## src/rtl/cla_pipe_adder.sv

```systemverilog
// cla_pipe_adder -- pipelined, parametrised carry-lookahead adder.
//
// A WIDTH-bit add is cut into STAGES segments of SEG = WIDTH/STAGES bits;
// stage k resolves bits [k*SEG +: SEG] one clock after stage k-1. Each
// segment is a two-level CLA: 4-bit groups feeding a group-level lookahead.
// Operand bits still to be added ride along in the pipe (input-side skew),
// shrinking by SEG bits every stage.
//
// Optional feature: define CLA_PIPE_SUB_EN to add port i_sub. When 1 the
// block adds ~b with a forced carry-in of 1 (s = a - b, c_out=1 = no borrow).
//
// Ports
//   i_clk, i_rst        clock, asynchronous active-high reset
//   i_in_valid/o_in_ready  operand handshake (i_a, i_b, i_c_in [, i_sub])
//   o_out_valid/i_out_ready result handshake (o_s, o_c_out, o_P, o_G, o_ovf)
//   o_P / o_G           whole-word propagate / generate (G ignores c_in)
//   o_ovf               signed overflow (carry into MSB xor carry out)

// Flattened lookahead over N (p,g) pairs: carry into every position plus
// block propagate/generate. Carries and P/G live in separate processes so
// the block P/G never appears to depend on the carry-in.
module cla_pipe_la #(
   parameter int N = 4
) (
   input  logic [N-1:0] i_p,
   input  logic [N-1:0] i_g,
   input  logic         i_c,
   output logic [N-1:0] o_c,
   output logic         o_P,
   output logic         o_G
);
   assign o_P = &i_p;

   // c_i = c0&p0..p(i-1) | OR_j g_j&p(j+1)..p(i-1): sum of products, no ripple
   always_comb begin : la_carry
      logic t, c;
      t   = 1'b0;
      c   = 1'b0;
      o_c = '0;
      for (int i = 0; i < N; i++) begin
         t = i_c;
         for (int m = 0; m < i; m++) t = t & i_p[m];
         c = t;
         for (int j = 0; j < i; j++) begin
            t = i_g[j];
            for (int m = j + 1; m < i; m++) t = t & i_p[m];
            c = c | t;
         end
         o_c[i] = c;
      end
   end

   always_comb begin : la_gen
      logic t;
      t   = 1'b0;
      o_G = 1'b0;
      for (int j = 0; j < N; j++) begin
         t = i_g[j];
         for (int m = j + 1; m < N; m++) t = t & i_p[m];
         o_G = o_G | t;
      end
   end
endmodule

// One SEG-bit segment: 4-bit CLA groups under a group-level lookahead unit.
module cla_pipe_seg #(
   parameter int SEG = 4
) (
   input  logic [SEG-1:0] i_a,
   input  logic [SEG-1:0] i_b,
   input  logic           i_c,
   output logic [SEG-1:0] o_s,
   output logic           o_c,
   output logic           o_P,
   output logic           o_G
);
   localparam int NG = SEG / 4;

   logic [SEG-1:0] w_p, w_g, w_bc;
   logic [NG-1:0]  w_gp, w_gg, w_gc;
   logic           w_sp, w_sg;

   assign w_p = i_a ^ i_b;
   assign w_g = i_a & i_b;

   for (genvar gi = 0; gi < NG; gi++) begin : g_grp
      cla_pipe_la #(.N(4)) u_bit (
         .i_p(w_p[4*gi +: 4]), .i_g(w_g[4*gi +: 4]), .i_c(w_gc[gi]),
         .o_c(w_bc[4*gi +: 4]), .o_P(w_gp[gi]), .o_G(w_gg[gi]));
   end

   cla_pipe_la #(.N(NG)) u_grp (
      .i_p(w_gp), .i_g(w_gg), .i_c(i_c),
      .o_c(w_gc), .o_P(w_sp), .o_G(w_sg));

   assign o_s = w_p ^ w_bc;
   assign o_P = w_sp;
   assign o_G = w_sg;
   assign o_c = w_sg | (w_sp & i_c);
endmodule

module cla_pipe_adder #(
   parameter int WIDTH  = 16,
   parameter int STAGES = 4
) (
   input  logic             i_clk,
   input  logic             i_rst,
   input  logic             i_in_valid,
   output logic             o_in_ready,
   input  logic [WIDTH-1:0] i_a,
   input  logic [WIDTH-1:0] i_b,
   input  logic             i_c_in,
`ifdef CLA_PIPE_SUB_EN
   input  logic             i_sub,
`endif
   output logic             o_out_valid,
   input  logic             i_out_ready,
   output logic [WIDTH-1:0] o_s,
   output logic             o_c_out,
   output logic             o_P,
   output logic             o_G,
   output logic             o_ovf
);
   localparam int SEG = WIDTH / STAGES;

   // Pending operand bits are packed back to back: stage k keeps the
   // WIDTH-(k+1)*SEG bits not yet added, starting at op_off(k).
   function automatic int op_off(input int k);
      return k * WIDTH - SEG * k * (k + 1) / 2;
   endfunction
   localparam int OPT = op_off(STAGES - 1);
   localparam int OPW = (OPT > 0) ? OPT : 1;

   if (STAGES < 1 || (WIDTH % (4 * STAGES)) != 0) begin : g_bad_cfg
      $error("cla_pipe_adder: WIDTH must be a multiple of 4*STAGES");
   end

   logic                          w_adv, w_acc, r_init, w_c_eff;
   logic [WIDTH-1:0]              w_b_eff;
   logic [STAGES-1:0]             r_vld, w_vi;
   logic [STAGES-1:0][WIDTH-1:0]  r_s, w_si, w_snx;
   logic [STAGES-1:0]             r_c, r_P, r_G, w_ci, w_Pi, w_Gi;
   logic [STAGES-1:0]             w_cnx, w_Pnx, w_Gnx, w_segP, w_segG;
   logic [STAGES-1:0][SEG-1:0]    w_sega, w_segb, w_segs;
   logic [OPW-1:0]                r_opa, r_opb, w_opa_nx, w_opb_nx;
   logic                          r_ovf, w_ovf;

`ifdef CLA_PIPE_SUB_EN
   assign w_b_eff = i_sub ? ~i_b : i_b;
   assign w_c_eff = i_c_in | i_sub;
`else
   assign w_b_eff = i_b;
   assign w_c_eff = i_c_in;
`endif

   // Whole-pipe stall: everything moves or nothing does.
   assign w_adv      = i_out_ready | ~r_vld[STAGES-1];
   assign o_in_ready = w_adv & r_init;
   assign w_acc      = i_in_valid & o_in_ready;

   for (genvar k = 0; k < STAGES; k++) begin : g_stg
      if (k == 0) begin : g_in
         assign w_vi[0]   = w_acc;
         assign w_si[0]   = '0;
         assign w_ci[0]   = w_c_eff;
         assign w_Pi[0]   = 1'b1;
         assign w_Gi[0]   = 1'b0;
         assign w_sega[0] = i_a[SEG-1:0];
         assign w_segb[0] = w_b_eff[SEG-1:0];
      end else begin : g_mid
         assign w_vi[k]   = r_vld[k-1];
         assign w_si[k]   = r_s[k-1];
         assign w_ci[k]   = r_c[k-1];
         assign w_Pi[k]   = r_P[k-1];
         assign w_Gi[k]   = r_G[k-1];
         assign w_sega[k] = r_opa[op_off(k-1) +: SEG];
         assign w_segb[k] = r_opb[op_off(k-1) +: SEG];
      end

      if (k < STAGES - 1) begin : g_fwd
         localparam int REM = WIDTH - (k + 1) * SEG;
         if (k == 0) begin : g_f0
            assign w_opa_nx[0 +: REM] = i_a[WIDTH-1:SEG];
            assign w_opb_nx[0 +: REM] = w_b_eff[WIDTH-1:SEG];
         end else begin : g_fk
            assign w_opa_nx[op_off(k) +: REM] = r_opa[op_off(k-1) + SEG +: REM];
            assign w_opb_nx[op_off(k) +: REM] = r_opb[op_off(k-1) + SEG +: REM];
         end
      end

      cla_pipe_seg #(.SEG(SEG)) u_seg (
         .i_a(w_sega[k]), .i_b(w_segb[k]), .i_c(w_ci[k]),
         .o_s(w_segs[k]), .o_c(w_cnx[k]), .o_P(w_segP[k]), .o_G(w_segG[k]));

      // Bits at and above k*SEG are still zero, so OR inserts the segment.
      assign w_snx[k] = w_si[k] | (WIDTH'(w_segs[k]) << (k * SEG));
   end

   assign w_Pnx = w_Pi & w_segP;
   assign w_Gnx = w_segG | (w_segP & w_Gi);
   // a^b^s at the MSB recovers the carry into the MSB.
   assign w_ovf = w_sega[STAGES-1][SEG-1] ^ w_segb[STAGES-1][SEG-1]
                ^ w_segs[STAGES-1][SEG-1] ^ w_cnx[STAGES-1];

   always_ff @(posedge i_clk or posedge i_rst) begin
      if (i_rst) begin
         r_init <= 1'b0;
         r_vld  <= '0;
         r_s    <= '0;
         r_c    <= '0;
         r_P    <= '0;
         r_G    <= '0;
         r_ovf  <= 1'b0;
         r_opa  <= '0;
         r_opb  <= '0;
      end else begin
         r_init <= 1'b1;
         if (w_adv) begin
            r_vld <= w_vi;
            r_s   <= w_snx;
            r_c   <= w_cnx;
            r_P   <= w_Pnx;
            r_G   <= w_Gnx;
            r_ovf <= w_ovf;
            r_opa <= w_opa_nx;
            r_opb <= w_opb_nx;
         end
      end
   end

   assign o_out_valid = r_vld[STAGES-1];
   assign o_s         = r_s[STAGES-1];
   assign o_c_out     = r_c[STAGES-1];
   assign o_P         = r_P[STAGES-1];
   assign o_G         = r_G[STAGES-1];
   assign o_ovf       = r_ovf;
endmodule

```

## config.mk

```make
export PLATFORM = sky130hd
export DESIGN_NAME = cla_pipe_adder
export DESIGN_NICKNAME = d
export VERILOG_FILES = /design/src/rtl/cla_pipe_adder.sv
export SDC_FILE = /design/constraint.sdc
export NUM_CORES = 1
export LEC_CHECK = 0
export CAP_MARGIN = 25
export CORE_UTILIZATION = 50
export DETAILED_ROUTE_END_ITERATION = 7
export PLACE_DENSITY = 0.73
export SETUP_SLACK_MARGIN = 0.4
export SYNTH_ARGS = -nofsm -noshare
export SYNTH_HDL_FRONTEND = slang
export SYNTH_SLANG_ARGS = --single-unit
```

## constraint.sdc

```tcl
create_clock -name i_clk -period 9.96 [get_ports i_clk]
set_input_delay 1.992 -clock i_clk [delete_from_list [all_inputs] [get_ports i_clk]]
set_output_delay 1.992 -clock i_clk [all_outputs]
set_load 0.05 [all_outputs]
```

==> results.py <==
metrics = {
    "outcome": {
        "status": "completed",
    },
    "placement": {
        "dpl.hpwl_mm": 5.35,
        "gp_congestion": 0.772,
        "place_inst": 679,
        "port_buffers": 58,
    },
    "timing": {
        "max-slew-margin-rel_pct": 42.5,
        "period_share_pct": 56.7,
        "holdWs_ps": 474,
        "fin_skew_ps": 15.4,
        "rsz0062_at_grt": "no",
        "max_freq_mhz": 177,
        "fin_crit_ps": 5650,
        "finalSetupTns_ps": 0,
        "tightest_slew_ps": 862,
        "setup_violations": 0,
        "hold_viol": 0,
        "slew_viol_final": 0,
    },
    "synthesis": {
        "syn_area_per_cell_sq_um": 9.09,
        "syn-cell-area_sq_um": 4800,
        "ys_warn_count": 0,
        "yosysUniqueCellTypes": 30,
        "synth-seq-cells": 106,
        "synth_cells": 528,
        "synth_seq_area_share_pct": 55.3,
        "synth-async-reset-ratio_pct": 100,
        "synth-edff-count": 0,
        "synth_flop_cell": "dfrtp_1",
        "syn_nets": 589,
    },
    "power": {
        "cellLeakagePower_nw": 2.74,
        "power_density_nw_per_um2": 311,
        "ir_worst_vdd_v": 0.000125,
    },
    "drt": {
        "wl_per_cell_um": 11.4,
        "dr.max_layer_used": "met4",
        "met3_length_um": 274,
        "dr.pass1.iters": 5,
        "drt_iter0_drc": 244,
        "num_vias": 3332,
        "ant_nets": 0,
        "wl_met1_mm": 3.94,
        "wirelength_mm": 7.96,
        "via_per_inst": 4.79,
        "wl_met2_mm": 3.63,
        "drc": 0,
    },
    "floorplan": {
        "die_area_sq_um": 9990,
        "core_area_sq_um": 9280,
        "die_x_um": 100,
        "core.rowCount": 35,
        "initial_core_util_pct": 51.7,
        "ios": 59,
        "die_h_um": 100,
    },
    "clocking": {
        "ctsHtreeMaxLevel": 3,
        "cts_resized": 0,
        "root_buffer": "clkbuf_8",
        "cts_hold_buf": 0,
        "cts_setup_buffers": 0,
        "numCtsBuffers": 9,
        "clock_latency_ps": 380,
        "cts_max_path_buffers": 2,
        "cts_sinks": 106,
        "clk_pin_slew_ps": 100,
        "cts_tree": "done",
    },
    "cells_and_area": {
        "syn_to_final_growth_pct": 15.3,
        "drive_above_1_share_pct": 4.41,
        "final_cells": 696,
        "nets": 623,
        "diodes": 0,
    },
    "critical_path": {
        "cp.required_ps": 7970,
        "cp-end-kind": "primary output",
        "cp.arrival_ps": 3650,
        "startpoint_type": "primary input",
        "critPathKind": "primary input to primary output",
        "path_max_fanout": 8,
    },
    "global_routing": {
        "first_global_vias": 3127,
        "grt_max_degree": 110,
        "globalRouteTotalUtil_pct": 17.5,
        "antenna_found_initial": 0,
        "grt-ovfl-total": 0,
        "grt_pass1_wl_mm": 13.8,
    },
    "run": {
        "cap_violations": 0,
    },
    "worst_hold_path": {
        "min_path_type": "flip-flop to flip-flop",
    },
}
==> sequential cells by signal (all words and copies together), names as in the netlist <==
signal,flops
o_s,16
r_s,24
r_G,4
r_init,1
r_vld,4
r_P,4
o_ovf,1
r_opb,24
r_opa,24
r_c,4
==> per-layer routing <==
metal | global-route usage (%) | up-vias
met5 | 0 | -
met4 | 6.90 | 0
met3 | 3.48 | 9
met2 | 27.9 | 61
met1 | 23.7 | 1549
li1 | - | 1713
==> synth_stat cells (3+ instances only) <==
cell,n,share of area [%]
inv_1,8,0.63
dfrtp_1,106,55
fa_1,4,1.7
nand3_1,5,0.52
buf_2,9,0.94
o211ai_1,4,0.63
clkbuf_1,3,0.23
o21ai_0,16,1.7
nand2b_1,6,0.78
nor2_1,21,1.6
xnor2_1,10,1.8
a21oi_1,27,2.8
buf_4,25,3.9
nand2_1,244,19
ha_1,20,5.2
==> where the power goes <==
group          leakage, nW  internal (mW)  switching (mW)  total, mW
Clock               0.0922         0.0979           0.157      0.255
Sequential            1.28          0.605          0.0968      0.702
Combinational         1.37          0.295           0.468      0.762
Total                 2.74          0.998           0.721       1.72
==> path summary, 6_finish.rpt <==
kind | from | to | slack [ps] | depth (start not counted)
setup / recovery | i_out_ready | o_in_ready | 4310 | 4
hold / removal | o_s[2] | o_s[2] | 470 | 2
setup reg to reg | r_opb[0] | r_s[23] | 8270 | 6
hold reg to reg | o_s[2] | o_s[2] | 470 | 2
max in group asynchronous | i_rst | r_s[43] | 6780 | 3
min in group asynchronous | i_rst | o_ovf | 2040 | 2
==> layout by cell type, fill, tap and decap left out <==
cell             instances
nand2_2                  1
and4_1                   2
buf_16                   1
nor3_1                   1
fa_1                     4
and2_1                   1
o21ai_0                 16
buf_4                    3
a31oi_2                  1
ha_1                    20
xnor2_1                 10
inv_1                    7
inv_6                    2
nor2_1                  21
nand2_1                244
clkinvlp_4               2
dfrtp_1                106
a21oi_1                 27
clkdlybuf4s50_1         58
o211ai_1                 4
inv_4                    1
a21o_1                   1
o21a_1                   1
nand2b_4                 1
xor2_1                   2
conb_1                   1
a31oi_1                  2
nand2b_1                 5
nor2b_4                  1
clkbuf_8                 9
inv_8                    3
nand4_1                  1
o21ai_1                  1
a211oi_1                 2
nand3_1                  5
==> through the flow <==
stage	worst slack (ps)	power, mW	utilization [%]	cell area (sq um)
finish	4310	1.72	59.6	5530
global route	4270	1.86	59.6	5530
CTS	4300	1.73	59.3	5500
global placement	4310	1.44	57.2	5310
detailed placement	4310	1.48	57.2	5310
floorplan	5160	1.32	-	4800
==> cell type report <==
class / instances / area, sq um
Timing Repair Buffer: 62 / 631
Clock inverter: 7 / 66.3
Clock buffer: 9 / 124
Tap cell: 129 / 161
Sequential cell: 106 / 2650
Multi-Input combinational cell: 375 / 1860
Inverter: 8 / 32.5
Fill cell: 841 / 3750
==> worst max-delay path, cell delays in order <==
cell             delay [ps]
clkdlybuf4s50_1         530
nand2b_4                200
and2_1                  140
clkdlybuf4s50_1         800
==> cells by family (layout without fill, tap and decap cells) <==
logic type                 after synthesis  count (layout)  synth area share, %
buffers and inverters                   47              86                 6.18
DFF                                    106             106                 55.3
and+or+nand+nor                        283             283                 23.0
other                                    1               1               0.0782
adders and majority gates               24              24                 6.88
AOI/OAI and AO/OA                       55              55                 6.36
xor gates and xnor gates                12              12                 2.19
Power figures use the tool's default switching activity.
